===== src/rtl/shift_exec_stage.sv =====
// Two-stage MIPS shift execution unit: stage 1 registers the decoded op,
// stage 2 registers the barrel-shifted result for writeback (valid/ready).
module shift_exec_stage #(
  parameter int WIDTH  = 32,
  parameter int DEST_W = 5
) (
  input  logic              clock,
  input  logic              reset_n,
  input  logic              in_valid,
  output logic              in_ready,
  input  logic [5:0]        in_funct,
  input  logic [4:0]        in_shamt,
  input  logic [WIDTH-1:0]  in_rs_data,
  input  logic [WIDTH-1:0]  in_rt_data,
  input  logic [DEST_W-1:0] in_rd,
  output logic              out_valid,
  input  logic              out_ready,
  output logic [WIDTH-1:0]  out_result,
  output logic [DEST_W-1:0] out_rd,
  output logic              out_illegal,
  output logic              busy
);

  // Handshake: a transfer happens on a rising edge where valid & ready are both
  // high; a producer holding valid keeps its payload stable until that edge.

  localparam logic [5:0] F_SLL  = 6'b000000;
  localparam logic [5:0] F_SRL  = 6'b000010;
  localparam logic [5:0] F_SRA  = 6'b000011;
  localparam logic [5:0] F_SLLV = 6'b000100;
  localparam logic [5:0] F_SRLV = 6'b000110;
  localparam logic [5:0] F_SRAV = 6'b000111;

  localparam logic [1:0] CLS_LEFT = 2'd0;
  localparam logic [1:0] CLS_RL   = 2'd1;
  localparam logic [1:0] CLS_RA   = 2'd2;

  logic              s1_valid_q, s1_valid_d;
  logic [1:0]        s1_class_q, s1_class_d;
  logic [4:0]        s1_amt_q, s1_amt_d;
  logic [WIDTH-1:0]  s1_data_q, s1_data_d;
  logic [DEST_W-1:0] s1_rd_q, s1_rd_d;
  logic              s1_illegal_q, s1_illegal_d;

  logic              s2_valid_q, s2_valid_d;
  logic [WIDTH-1:0]  s2_result_q, s2_result_d;
  logic [DEST_W-1:0] s2_rd_q, s2_rd_d;
  logic              s2_illegal_q, s2_illegal_d;

  logic              s2_can_load, s1_advance, in_xfer;
  logic [1:0]        dec_class;
  logic [4:0]        dec_amt;
  logic              dec_illegal;
  logic              fill, shift_left;
  logic [WIDTH-1:0]  sh16, sh8, sh4, sh2, sh1;
  logic              unused_rs_hi;

  // Only the low five bits of rs carry the variable amount.
  assign unused_rs_hi = ^in_rs_data[WIDTH-1:5];

  assign s2_can_load = !s2_valid_q || out_ready;
  assign s1_advance  = s1_valid_q && s2_can_load;
  assign in_ready    = !s1_valid_q || s2_can_load;
  assign in_xfer     = in_valid && in_ready;

  always_comb begin
    dec_class   = CLS_LEFT;
    dec_amt     = in_shamt;
    dec_illegal = 1'b0;
    case (in_funct)
      F_SLL:  dec_class = CLS_LEFT;
      F_SRL:  dec_class = CLS_RL;
      F_SRA:  dec_class = CLS_RA;
      F_SLLV: begin dec_class = CLS_LEFT; dec_amt = in_rs_data[4:0]; end
      F_SRLV: begin dec_class = CLS_RL;   dec_amt = in_rs_data[4:0]; end
      F_SRAV: begin dec_class = CLS_RA;   dec_amt = in_rs_data[4:0]; end
      default: begin dec_amt = 5'd0; dec_illegal = 1'b1; end
    endcase
  end

  always_comb begin
    s1_valid_d   = s1_valid_q;
    s1_class_d   = s1_class_q;
    s1_amt_d     = s1_amt_q;
    s1_data_d    = s1_data_q;
    s1_rd_d      = s1_rd_q;
    s1_illegal_d = s1_illegal_q;
    if (in_xfer) begin
      s1_valid_d   = 1'b1;
      s1_class_d   = dec_class;
      s1_amt_d     = dec_amt;
      s1_data_d    = in_rt_data;
      s1_rd_d      = in_rd;
      s1_illegal_d = dec_illegal;
    end else if (s1_advance) begin
      s1_valid_d = 1'b0;
    end
  end

  // Arithmetic fill is the operand's sign bit; it stays in bit 31 through
  // every right-shift level, so one fill bit serves all five levels.
  assign fill       = (s1_class_q == CLS_RA) && s1_data_q[WIDTH-1];
  assign shift_left = (s1_class_q == CLS_LEFT);

  always_comb begin
    sh16 = s1_data_q;
    if (s1_amt_q[4])
      sh16 = shift_left ? {s1_data_q[WIDTH-17:0], 16'h0} : {{16{fill}}, s1_data_q[WIDTH-1:16]};
    sh8 = sh16;
    if (s1_amt_q[3])
      sh8 = shift_left ? {sh16[WIDTH-9:0], 8'h0} : {{8{fill}}, sh16[WIDTH-1:8]};
    sh4 = sh8;
    if (s1_amt_q[2])
      sh4 = shift_left ? {sh8[WIDTH-5:0], 4'h0} : {{4{fill}}, sh8[WIDTH-1:4]};
    sh2 = sh4;
    if (s1_amt_q[1])
      sh2 = shift_left ? {sh4[WIDTH-3:0], 2'b0} : {{2{fill}}, sh4[WIDTH-1:2]};
    sh1 = sh2;
    if (s1_amt_q[0])
      sh1 = shift_left ? {sh2[WIDTH-2:0], 1'b0} : {fill, sh2[WIDTH-1:1]};
  end

  always_comb begin
    s2_valid_d   = s2_valid_q;
    s2_result_d  = s2_result_q;
    s2_rd_d      = s2_rd_q;
    s2_illegal_d = s2_illegal_q;
    if (s2_can_load) begin
      s2_valid_d = s1_valid_q;
      if (s1_valid_q) begin
        s2_result_d  = s1_illegal_q ? '0 : sh1;
        s2_rd_d      = s1_rd_q;
        s2_illegal_d = s1_illegal_q;
      end
    end
  end

  always_ff @(posedge clock or negedge reset_n) begin
    if (!reset_n) begin
      s1_valid_q   <= 1'b0;
      s1_class_q   <= CLS_LEFT;
      s1_amt_q     <= 5'd0;
      s1_data_q    <= '0;
      s1_rd_q      <= '0;
      s1_illegal_q <= 1'b0;
      s2_valid_q   <= 1'b0;
      s2_result_q  <= '0;
      s2_rd_q      <= '0;
      s2_illegal_q <= 1'b0;
    end else begin
      s1_valid_q   <= s1_valid_d;
      s1_class_q   <= s1_class_d;
      s1_amt_q     <= s1_amt_d;
      s1_data_q    <= s1_data_d;
      s1_rd_q      <= s1_rd_d;
      s1_illegal_q <= s1_illegal_d;
      s2_valid_q   <= s2_valid_d;
      s2_result_q  <= s2_result_d;
      s2_rd_q      <= s2_rd_d;
      s2_illegal_q <= s2_illegal_d;
    end
  end

  assign out_valid   = s2_valid_q;
  assign out_result  = s2_result_q;
  assign out_rd      = s2_rd_q;
  assign out_illegal = s2_illegal_q;
  assign busy        = s1_valid_q || s2_valid_q;

endmodule

===== config.mk =====
export PLATFORM = sky130hd
export DESIGN_NAME = shift_exec_stage
export DESIGN_NICKNAME = d
export VERILOG_FILES = /design/src/rtl/shift_exec_stage.sv
export SDC_FILE = /design/constraint.sdc
export NUM_CORES = 1
export LEC_CHECK = 0
export ABC_AREA = 1
export CORE_UTILIZATION = 50
export CTS_BUF_LIST = sky130_fd_sc_hd__clkbuf_4 sky130_fd_sc_hd__clkbuf_8
export DETAILED_ROUTE_END_ITERATION = 7
export PLACE_DENSITY = 0.77
export SLEW_MARGIN = 10
export SYNTH_ARGS = -nofsm -noshare
export SYNTH_HDL_FRONTEND = slang
export SYNTH_SLANG_ARGS = --single-unit

===== constraint.sdc =====
create_clock -name clock -period 5.2 [get_ports clock]
set_input_delay 0.52 -clock clock [delete_from_list [all_inputs] [get_ports clock]]
set_output_delay 0.52 -clock clock [all_outputs]
set_load 0.01 [all_outputs]

==> results.yml, run 1 <==
pwr:
  leakagePower_nw: 4.00
  powerDensity_nw_per_um2: 344
  irDropWorstVdd_mv: 0.215
critical_path:
  critPathCaptureType: "register"
  worstPathMaxFanout: 47
  crit_path_frequent_cell: "nand2_1"
  critPathKind: "register to register"
  setup.reg_to_reg.worst_slack_ns: 2.15
  cp-start-kind: "register"
  crit_chain: "nor2_4, nor2_2, inv_1, o21ai_1, or2_1, nand2_1, nor2_1, o21bai_1, nand2_1"
  cp_top_family: "simple AND/OR/NAND/NOR gates"
  crit_buf_inv: 1
  crit_slowest_cell: "nor2_4"
  cp.required_ns: 5.48
  cp.arrival_ns: 3.32
  cp_slowest_stage_delay_ns: 0.92
routing:
  antenna_left: 0
  wl_per_cell_um: 15.0
  drc: 0
  num_vias: 7456
  wirelength_um: 20200
  vias_per_cell: 5.55
  drtPass1Iterations: 8
  first_iter_violations: 810
clocking:
  htreeDepth: 3
  cts_sinks: 85
  insertion_delay_ns: 0.39
  cts_made_buffers: 9
  root_buffer: "clkbuf_8"
  cts_setup_buffers: 0
  clk_path_buf_depth: 2
  cts_tree: "yes"
  clk_pin_slew_ns: 0.09
  postCtsHoldBufs: 0
  cts_resized: 0
floorplanning:
  ios: 125
  core_area_um2: 13300
  fp.dieArea_um2: 14200
  fp-row-count: 42
  start_util_pct: 51.6
  dieHeight_um: 119
  fp.dieW_um: 119
sta:
  grt_setup_unrepaired: "false"
  fin_skew_ns: 0.00886
  final.setup.worst_slack_ns: 2.15
  tns_ns: 0
  holdWs_ns: 0.0777
  maxSlewHeadroom_pct: 21.6
  hold_viol: 0
  finalSetupViolCount: 0
  drv_slew: 0
  fin_crit_sh_pct: 58.6
  min_period_ns: 3.05
  fmax_mhz: 328
  worst_pin_slew_ns: 1.17
synth:
  yosys-top-cells-area: "dfrtp_1, nand2_1, nand3_1"
  ys_types: 36
  synthesis.nets: 1201
  synth-seq-area-share_pct: 31.0
  ys_ff_latch: 85
  yosysTopAreaCell: "dfrtp_1"
  synth_area_um2: 6860
  synth_warnings: 0
  postSynthCellCount: 1117
  synth_edf_count: 0
  synthFlopType: "dfrtp_1"
  synthTopCellsByCount: "nand2_1, nand3_1, dfrtp_1"
  synth_most_common_cell: "nand2_1"
  syn_avg_cell_area_um2: 6.14
  synth_top_area_share_pct: 31.0
  async_flop_share_pct: 100
layout:
  final_core_util_pct: 59.6
  nets: 1246
  layout-drive-gt1-share_pct: 5.57
  fin_area_um2: 7930
  area_growth_pct: 15.6
  antenna_cells: 0
grt:
  grt_pass1_wl_um: 33900
  gr-usage-all-layers_pct: 30.3
  grt_pass1_vias: 6893
  antenna_found_initial: 0
  grt-ovfl-total: 0
  grt_max_degree: 92
placement:
  post-place-ws_ns: 2.24
  hpwlAfterDp_um: 14400
  gp_congestion: 0.980
  io_buffers: 97
  post_dp_cell_area_um2: 7710
run:
  maxCapViolations: 0
status:
  status: "finished clean"
hold_path:
  hold_path.class: "input port to asynchronous set/reset pin"
==> sequential cells by signal, indices dropped and copies added, names as in the netlist <==
signal / flops
out_result: 32
s1_data_q: 32
out_rd: 5
s1_amt_q: 5
s1_rd_q: 5
s1_class_q: 2
out_illegal: 1
out_valid: 1
s1_illegal_q: 1
s1_valid_q: 1
==> placed cells by master (no fill, tap or decap), types with 3 or more instances in the layout <==
master,netlist,routed
inv_2,9,9
buf_4,11,9
nand4_1,18,18
nand3_1,235,235
clkdlybuf4s50_1,0,96
a22oi_1,5,5
nand3_2,12,12
nor2_2,3,3
dfrtp_1,85,85
nand2_1,464,464
o21ai_0,45,45
o21ai_1,15,15
clkbuf_8,0,11
nor2_1,32,32
a21oi_1,43,43
inv_1,52,52
nand2_2,6,6
==> layer usage <==
layer | GRT usage (%) | part of all wire (%) | vias up
met1 | 39.0 | 43 | 3362
met2 | 47.9 | 45 | 285
li1 | - | - | 3752
met4 | 15.7 | 4.3 | 0
met3 | 6.23 | 7.1 | 57
met5 | 0 | 0 | -
==> cells by family after synthesis <==
logic type | Yosys count | synth area share (%)
AND/OR/NAND/NOR | 780 | 49.9
multiplexers | 2 | 0.310
AO/OA/AOI/OAI | 117 | 9.56
flip-flops | 85 | 31.0
buffers and inverters | 133 | 9.19
==> area by class of cell <==
type / instances / area [um^2]
Inverter: 62 / 233
Timing Repair Buffer: 105 / 1030
Clock inverter: 5 / 66.3
Tap cell: 176 / 220
Multi-Input combinational cell: 899 / 4100
Fill cell: 1346 / 5370
Clock buffer: 11 / 151
Sequential cell: 85 / 2130
==> per-stage QoR <==
step | power, mW | std cells
2_1_floorplan | 1.77 | 1117
3_3_place_gp | 2.19 | 1327
3_5_place_dp | 2.21 | 1327
4_1_cts | 2.74 | 1343
5_1_grt | 2.95 | 1343
6_report | 2.73 | 1343
==> path summary, 6_finish.rpt <==
| check | start | endpoint | cells past startpoint |
|---|---|---|---|
| setup / recovery | s1_class_q[1]$_DFFE_PN0P_ | out_result[1]$_DFFE_PN0P_ | 9 |
| hold / removal | reset_n | s1_data_q[8]$_DFFE_PN0P_ | 1 |
| setup reg to reg | s1_class_q[1]$_DFFE_PN0P_ | out_result[1]$_DFFE_PN0P_ | 9 |
| hold reg to reg | s1_rd_q[3]$_DFFE_PN0P_ | s1_rd_q[3]$_DFFE_PN0P_ | 2 |
| max in group asynchronous | reset_n | out_rd[0]$_DFFE_PN0P_ | 2 |
| min in group clock | s1_rd_q[3]$_DFFE_PN0P_ | s1_rd_q[3]$_DFFE_PN0P_ | 2 |
==> power breakdown <==
| part | internal [mW] | leakage, nW | switching, mW |
|---|---|---|---|
| sequential | 0.798 | 1.07 | 0.0970 |
| combinational | 0.505 | 2.82 | 0.809 |
| clock | 0.254 | 0.108 | 0.266 |
No activity file was read; power rests on OpenSTA's default activity.
==> run 2: changes to the inputs <==
--- a/config.mk
+++ b/config.mk
@@ -9,7 +9,7 @@
 export CORE_UTILIZATION = 50
 export CTS_BUF_LIST = sky130_fd_sc_hd__clkbuf_4 sky130_fd_sc_hd__clkbuf_8
 export DETAILED_ROUTE_END_ITERATION = 7
-export PLACE_DENSITY = 0.77
+export PLACE_DENSITY = 0.8
 export SLEW_MARGIN = 10
 export SYNTH_ARGS = -nofsm -noshare
 export SYNTH_HDL_FRONTEND = slang
==> constraint.sdc (replaced) <==
create_clock -name clock -period 2.5 [get_ports clock]
set_input_delay 0.25 -clock clock [delete_from_list [all_inputs] [get_ports clock]]
set_output_delay 0.25 -clock clock [all_outputs]
set_load 0.01 [all_outputs]
==> run 2 against run 1 <==
Effect of this change: sequential cell count is the same; total power grew 110%; clock skew grew 0.00066 ns; critical path depth grew 3; count of clock-buffer cells in the layout shrank 2; die area is the same; worst hold slack gained 0.25 ns; sequential power grew 110%; first-iteration DRC count shrank 16%.
==> results.yml, run 2 (same netlist as run 1, synthesis figures left out) <==
status:
  status: "finished clean"
sta:
  holdWs_ns: 0.327
  fin_skew_ns: 0.00952
  finalSetupViolCount: 0
  min_period_ns: 2.26
  maxSlewHeadroom_pct: 35.4
  worst_pin_slew_ns: 0.968
  fmax_mhz: 442
  drv_slew: 0
  hold_viol: 0
  grt_setup_unrepaired: "false"
  fin_crit_sh_pct: 90.5
  tns_ns: 0
placement:
  io_buffers: 97
  hpwlAfterDp_um: 15200
  gp_congestion: 0.943
  dp.cells: 1344
critical_path:
  worstPathMaxFanout: 25
  cp_slowest_stage_delay_ns: 0.40
  cp.required_ns: 2.83
  crit_path_frequent_cell: "nand2_1"
  cp-start-kind: "register"
  critPathKind: "register to register"
  cp_top_family: "simple AND/OR/NAND/NOR gates"
  cp.arrival_ns: 2.59
  crit_buf_inv: 1
  crit_chain: "buf_4, nand2_1, o21ai_0, nand2_1, and2_1, nand2_1, nand4_1, nand3_1, nand2_1, a21oi_1, nand2_1, nand2_1"
  crit_slowest_cell: "o21ai_0"
  critPathCaptureType: "register"
clocking:
  cts_made_buffers: 9
  clk_path_buf_depth: 2
  insertion_delay_ns: 0.39
  cts_sinks: 85
  clk_pin_slew_ns: 0.09
  root_buffer: "clkbuf_8"
  cts_tree: "yes"
  cts_resized: 0
  htreeDepth: 3
routing:
  drtPass1Iterations: 5
  vias_per_cell: 5.53
  first_iter_violations: 679
  antenna_left: 0
  drc: 0
  wirelength_um: 20500
  num_vias: 7521
  wl_per_cell_um: 15.0
layout:
  layout_commonest_cell: "nand2_1"
  antenna_cells: 0
  final_core_util_pct: 61.1
  final_cell_mix: "nand2_1, nand3_1, clkdlybuf4s50_1"
  n_fill_cell: 1321
  area_growth_pct: 18.5
  layout-drive-gt1-share_pct: 6.92
  nets: 1264
  multiInputGateArea_um2: 4100
  final_cells: 1361
  seq_area_um2: 2130
grt:
  gr-usage-all-layers_pct: 30.4
  grt-ovfl-total: 0
  grt_max_degree: 67
  grt_pass1_wl_um: 34300
  antenna_found_initial: 0
  grt_pass1_vias: 6985
floorplanning:
  start_util_pct: 51.6
  fp.dieW_um: 119
  ios: 125
  dieHeight_um: 119
  fp.dieArea_um2: 14200
  core_area_um2: 13300
  fp-row-count: 42
pwr:
  irDropWorstVdd_mv: 0.430
  leakagePower_nw: 4.11
  powerDensity_nw_per_um2: 703
  p_total_mw: 5.72
run:
  maxCapViolations: 0
hold_path:
  hold_path.class: "input port to asynchronous set/reset pin"
==> run 2: cell count changes in the layout (fill, tap and decap cells not counted), sizes merged <==
cell | before | now
buf | 9 | 26
clkinv | 2 | 3
dlygate4sd3 | 0 | 1
inv | 63 | 65
clkinvlp | 1 | 0
clkbuf | 11 | 9
==> run 2: repair_timing <==
action | 4_1_cts | 5_1_grt
endpoints found under the hold margin | 29 | 0
hold buffers | 1 | 0
setup buffers | 0 | 0
==> run 2: final cells by class <==
| class | count | area share [%] |
|---|---|---|
| Clock buffer | 9 | 1.52 |
| Clock inverter | 7 | 1.00 |
| Inverter | 62 | 2.86 |
| Multi-Input combinational cell | 899 | 50.5 |
| Sequential cell | 85 | 26.2 |
| Tap cell | 176 | 2.71 |
| Timing Repair Buffer | 123 | 15.3 |
==> run 2: path summary, 6_finish.rpt <==
check / depth (start not counted) / endpoint / start / slack [ns]
max: 12 / out_result[8]$_DFFE_PN0P_ / s1_amt_q[4]$_DFFE_PN0P_ / 0.24
min: 2 / out_result[14]$_DFFE_PN0P_ / reset_n / 0.33
max reg2reg: 12 / out_result[8]$_DFFE_PN0P_ / s1_amt_q[4]$_DFFE_PN0P_ / 0.24
min reg2reg: 2 / s1_rd_q[3]$_DFFE_PN0P_ / s1_rd_q[3]$_DFFE_PN0P_ / 0.48
max in group asynchronous: 3 / s1_amt_q[2]$_DFFE_PN0P_ / reset_n / 1.55
min in group clock: 3 / s1_data_q[25]$_DFFE_PN0P_ / in_rt_data[25] / 0.39
==> run 2: power breakdown <==
group | total [mW] | leakage, nW | switching, mW | internal, mW
Combinational | 2.85 | 2.93 | 1.73 | 1.11
Sequential | 1.84 | 1.07 | 0.181 | 1.66
Clock | 1.03 | 0.107 | 0.550 | 0.479
Total | 5.72 | 4.11 | 2.46 | 3.25
==> run 2: routing by layer <==
| layer | vias to the layer above | routed length [um] | global-route usage, % |
|---|---|---|---|
| met5 | - | 0 | 0 |
| met1 | 3403 | 9100 | 40.1 |
| li1 | 3785 | - | - |
| met3 | 56 | 1270 | 5.56 |
| met2 | 277 | 9350 | 48.0 |
| met4 | 0 | 758 | 14.5 |
==> run 2: per-stage QoR <==
step	setup slack, ns	instance area [um^2]
CTS	0.256	8130
finish	0.238	8130
detailed placement	0.262	7910
global route	0.00197	8130
global placement	0.275	7910
floorplan	0.748	6860
